===== src/rtl/riscv_regfile_arbiter.sv =====
// Arbiter sharing one riscv_registers access port between the core pipeline and the debug module.
// Grants at most one requester per cycle, suppresses x0 writes, bounds debug starvation, supports a debug lock.
module riscv_regfile_arbiter #(
    parameter int unsigned DBG_MAX_WAIT = 8
) (
    input  logic        clk,
    input  logic        rstn,
    // Handshake: a transfer happens on a rising edge where req & ready; ready is combinational
    // and may assert without req (meaningless then); each transfer yields exactly one response
    // pulse on the following cycle, for reads and writes alike.
    input  logic        core_req,
    output logic        core_ready,
    input  logic [4:0]  core_ra,
    input  logic [4:0]  core_rb,
    input  logic [4:0]  core_rd,
    input  logic        core_wen,
    input  logic [31:0] core_wdata,
    output logic        core_rsp_valid,
    output logic [31:0] core_a,
    output logic [31:0] core_b,
    input  logic        dbg_req,
    output logic        dbg_ready,
    input  logic [4:0]  dbg_addr,
    input  logic        dbg_wen,
    input  logic [31:0] dbg_wdata,
    input  logic        dbg_lock,
    output logic        dbg_rsp_valid,
    output logic [31:0] dbg_rdata,
    output logic        rf_cs,
    output logic        rf_wen,
    output logic [4:0]  rf_ra,
    output logic [4:0]  rf_rb,
    output logic [4:0]  rf_rd,
    output logic [31:0] rf_data,
    input  logic [31:0] rf_a,
    input  logic [31:0] rf_b,
    output logic        arb_state
);

    typedef enum logic {SHARED = 1'b0, DBG_LOCKED = 1'b1} state_e;
    typedef enum logic [1:0] {OWN_NONE = 2'd0, OWN_CORE = 2'd1, OWN_DBG = 2'd2} owner_e;

    localparam logic [7:0] MAX_WAIT = 8'(DBG_MAX_WAIT);

    state_e     state_q, state_d;
    owner_e     owner_q, owner_d;
    logic [7:0] wait_cnt_q, wait_cnt_d;
    logic       core_xfer, dbg_xfer;

    always_ff @(posedge clk or negedge rstn) begin
        if (!rstn) begin
            state_q    <= SHARED;
            owner_q    <= OWN_NONE;
            wait_cnt_q <= 8'd0;
        end else begin
            state_q    <= state_d;
            owner_q    <= owner_d;
            wait_cnt_q <= wait_cnt_d;
        end
    end

    always_comb begin
        core_ready = 1'b0;
        dbg_ready  = 1'b0;
        // The cycle dbg_lock falls is arbitrated as if already shared.
        if (!rstn) begin
            core_ready = 1'b0;
        end else if (state_q == DBG_LOCKED && dbg_lock) begin
            dbg_ready = dbg_req;
        end else if (dbg_req && (!core_req || wait_cnt_q >= MAX_WAIT)) begin
            dbg_ready = 1'b1;
        end else begin
            core_ready = 1'b1;
        end
    end

    assign core_xfer = core_req & core_ready;
    assign dbg_xfer  = dbg_req & dbg_ready;

    always_comb begin
        rf_cs   = 1'b0;
        rf_wen  = 1'b0;
        rf_ra   = 5'd0;
        rf_rb   = 5'd0;
        rf_rd   = 5'd0;
        rf_data = 32'd0;
        // The register file does not hardwire x0, so writes to index 0 are dropped here.
        if (core_xfer) begin
            rf_cs   = 1'b1;
            rf_wen  = core_wen & (core_rd != 5'd0);
            rf_ra   = core_ra;
            rf_rb   = core_rb;
            rf_rd   = core_rd;
            rf_data = core_wdata;
        end else if (dbg_xfer) begin
            rf_cs   = 1'b1;
            rf_wen  = dbg_wen & (dbg_addr != 5'd0);
            rf_ra   = dbg_addr;
            rf_rd   = dbg_addr;
            rf_data = dbg_wdata;
        end
    end

    always_comb begin
        state_d    = state_q;
        owner_d    = OWN_NONE;
        wait_cnt_d = wait_cnt_q;
        case (state_q)
            SHARED:     if (dbg_xfer && dbg_lock) state_d = DBG_LOCKED;
            DBG_LOCKED: if (!dbg_lock) state_d = SHARED;
            default:    state_d = SHARED;
        endcase
        if (core_xfer)     owner_d = OWN_CORE;
        else if (dbg_xfer) owner_d = OWN_DBG;
        if (!dbg_req || dbg_ready)    wait_cnt_d = 8'd0;
        else if (wait_cnt_q != 8'hFF) wait_cnt_d = wait_cnt_q + 8'd1;
    end

    assign core_rsp_valid = (owner_q == OWN_CORE);
    assign dbg_rsp_valid  = (owner_q == OWN_DBG);
    assign core_a         = rf_a;
    assign core_b         = rf_b;
    assign dbg_rdata      = rf_a;
    assign arb_state      = state_q;

endmodule


===== config.mk =====
export PLATFORM = sky130hd
export DESIGN_NAME = riscv_regfile_arbiter
export DESIGN_NICKNAME = d
export VERILOG_FILES = /design/src/rtl/riscv_regfile_arbiter.sv
export SDC_FILE = /design/constraint.sdc
export NUM_CORES = 1
export LEC_CHECK = 0
export ABC_AREA = 1
export CAP_MARGIN = 20
export CORE_AREA = 2 2 117 119
export DETAILED_ROUTE_END_ITERATION = 8
export DIE_AREA = 0 0 119 121
export HOLD_SLACK_MARGIN = 0.15
export PLACE_DENSITY = 0.55
export SLEW_MARGIN = 20
export SYNTH_ARGS = -nofsm -noshare
export SYNTH_HDL_FRONTEND = slang
export SYNTH_SLANG_ARGS = --single-unit
export TNS_END_PERCENT = 100

===== constraint.sdc =====
create_clock -name clk -period 3.47 [get_ports clk]
set_input_delay 0.5205 -clock clk [delete_from_list [all_inputs] [get_ports clk]]
set_output_delay 0.5205 -clock clk [all_outputs]
set_load 0.03 [all_outputs]

==> results.md <==
* Worst VDD drop at 0.166 mV
* Comb power frac at 52.0%
* Clk buf depth at 2
* Reg clk slew, reported paths at 0.04 ns
* Internal power at 0.467 mW
* Vias per std cell at 4.01
* CTS HTree Levels at 1
* DR DRC count at 0
* CP max stage delay at 0.60 ns
* Largest area contributor in the netlist: buf_4
* Post-synthesis cell area at 0.00210 sq mm
* Family with the most delay on the worst path: buffers and inverters
* Area of the multi-input gates at 921 sq um
* Startpoint Class: input pin
* Hold WC Path Type: input pin to async pin
* Max stage delay cell, worst path: clkdlybuf4s50_1
* EDFF count, synth at 0
* Area delta synth->final at 45.3%
* Total GRT Usage at 12.5%
* Worst path required time at 2.95 ns
* Least-Margin Pin Slew at 0.757 ns
* Share of cells above drive strength 1 at 18.1%
* Setup TNS at 0 ns
* Synth Instances at 343
* Cells along the critical path: clkdlybuf4s50_1 -> nand2_1 -> inv_1 -> nand2_2 -> inv_2 -> nand2_1 -> nand2_1 -> buf_12
* Buf/Inv on CP at 4
* Sequential power share at 18.9%
* Fillers at 1461
* Min cycle time layout at 2.99 ns
* First-pass GRT wire length at 13800 um
* Vias in the first global route at 2258
* Port buffer count at 144
* RD Place Congestion at 0.767
* Worst setup EP type: output pin
* Synth warn at 0
* Most used cell, CP: nand2_1
* Asr flop ratio synth at 100%
* Cell variety after synth at 21
* Avg Synthesized Cell Area at 6.11 sq um
* Drt first-iter violations at 97
* RSZ-0062 raised after global routing: no
* DIE AREA at 0.0144 sq mm
* CTS Hold Buffers Added at 0
* WS Path Type: input pin to output pin
* DR WL/cell at 17.4 um
* Sequential standard cell area at 275 sq um
* Worst-Skew Late Latency at 0.24 ns
* Max Slew Vio Count at 0
* Crit path DAT at 2.47 ns
* Synth area leaders: buf_4, nand2_1, nand4_1
* Pwr Total at 0.723 mW
* NetSw at 0.255 mW
* PD cells at 237 mW/mm^2
* Sequential-to-total area share from yosys stat at 13.1%
* Largest net degree at the start of global routing at 45
* Layout Skew at 0.00281 ns
* HPWL Detailed at 7970 um
* Final ANT Viol Nets at 0
* FF+latch count, synth at 11
* Core Area at 0.0131 sq mm
* Ratio of final minimum period to clock period at 86.2%
* Leakage at 1.47 nW
* Die W at 119 um
* # resized after CTS at 0
* # IOs at 305
* Max_cap viols at 0
* Max-slew headroom at 49.5%
* Max FO, Critical Path at 39
* # rows at 42
* Die Y at 121 um
* Synth top area share at 34.7%
* Clock root buffer: clkbuf_16
* Routed via count at 2240
* Clock sinks at 11
* Initial antenna violation count at 1
* Initial Util at 16.0%
* Ys flop type: dfrtp_1
* Synth Net Count at 500
* Switching portion of total power at 35.3%
* Pre-antenna DRT Iters at 6
* Setup bufs post-CTS at 0
* TritonCTS Buffers at 3
* Fin. Hold Viols at 0
* Final WL at 9720 um
* Status: complete, no violations
* Fmax at 334 MHz
* Global route overflow at 0
* Nets at 539
* Setup violations, final at 0
* CTS tree: done
* Clk pwr share at 29.1%
-- metal layers --
| metal | vias up | wire length, um | share of wire, % | track usage [%] |
|---|---|---|---|---|
| met3 | 29 | 965 | 9.9 | 4.84 |
| met5 | - | 0 | 0 | 0 |
| met4 | 0 | 264 | 2.7 | 3.79 |
| met1 | 991 | 3490 | 36 | 13.7 |
| met2 | 136 | 5000 | 51 | 22.3 |
| li1 | 1084 | - | - | - |
-- path summary, 6_finish.rpt --
kind	to	slack, ns	depth (start not counted)	from
worst max-delay path	rf_data[22]	0.48	8	dbg_req
min in group clk	arb_state	0.56	2	arb_state
worst min-delay path	wait_cnt_q[3]	0.46	1	rstn
max in group asynchronous	wait_cnt_q[4]	2.65	2	rstn
worst min register to register	arb_state	0.56	2	arb_state
worst max register to register	owner_q[0]	1.87	7	wait_cnt_q[4]
-- stage by stage --
stage                     cells  hold WS (ns)  cell area (sq um)  setup WS [ns]  utilization (%)
after CTS                   557         0.459               3040          0.424             23.3
after floorplan             343         0.225               2100           1.21                -
after global placement      553         0.531               2960          0.511             22.6
final                       558         0.461               3050          0.480             23.3
after detailed placement    553         0.538               2960          0.453             22.6
after global routing        558         0.472               3050          0.266             23.3
-- registers in the layout (all words and copies together), names as in the netlist --
register,count
arb_state,1
wait_cnt_q,8
owner_q,2
-- cell families (layout without fill, tap and decap cells) --
group	Yosys count	in the layout	share of synthesized area [%]
adders and majority gates	2	2	1.19
DFF	11	11	13.1
xor gates and xnor gates	1	1	0.418
other	0	1	0
buffers and inverters	136	174	43.0
and+or+nand+nor	189	189	41.3
AOI/OAI and AO/OA	4	4	0.955
-- power groups by stage --
stage | logic, mW | clock network, mW | registers (mW)
global placement | 0.379 | 0 | 0.138
finish | 0.376 | 0.210 | 0.137
global route | 0.401 | 0.223 | 0.137
floorplan | 0.367 | 0 | 0.139
CTS | 0.382 | 0.214 | 0.137
detailed placement | 0.379 | 0 | 0.139
-- synthesized netlist by cell type (all sizes together) (2+ instances only) --
| cell type | instances |
|---|---|
| buf | 108 |
| clkbuf | 6 |
| dfrtp | 11 |
| ha | 2 |
| inv | 22 |
| nand2 | 101 |
| nand3 | 9 |
| nand4 | 46 |
| nor2 | 28 |
| nor3 | 2 |
| o21ai | 4 |
-- final cells by class --
class                      instances  share of cell area (%)
multi-input combinational        196                    30.2
timing repair buffer             148                    48.1
clock inverter                     1                   0.164
clock buffer                       3                    2.47
sequential                        11                    9.04
antenna                            1                  0.0822
inverter                          22                    2.71
tap                              176                    7.23
-- cells in the final DEF, fill, tap and decap left out, drive strengths merged --
cell type,instances
inv,22
o21ai,4
dfrtp,11
diode,1
nor2,28
buf,56
and2,1
or2,1
nand2,101
clkbuf,3
nor3b,1
clkdlybuf4s50,92
nand4,46
ha,2
nor3,2
clkinv,1
nand3,9
xor2,1
Power figures use the tool's default switching activity.
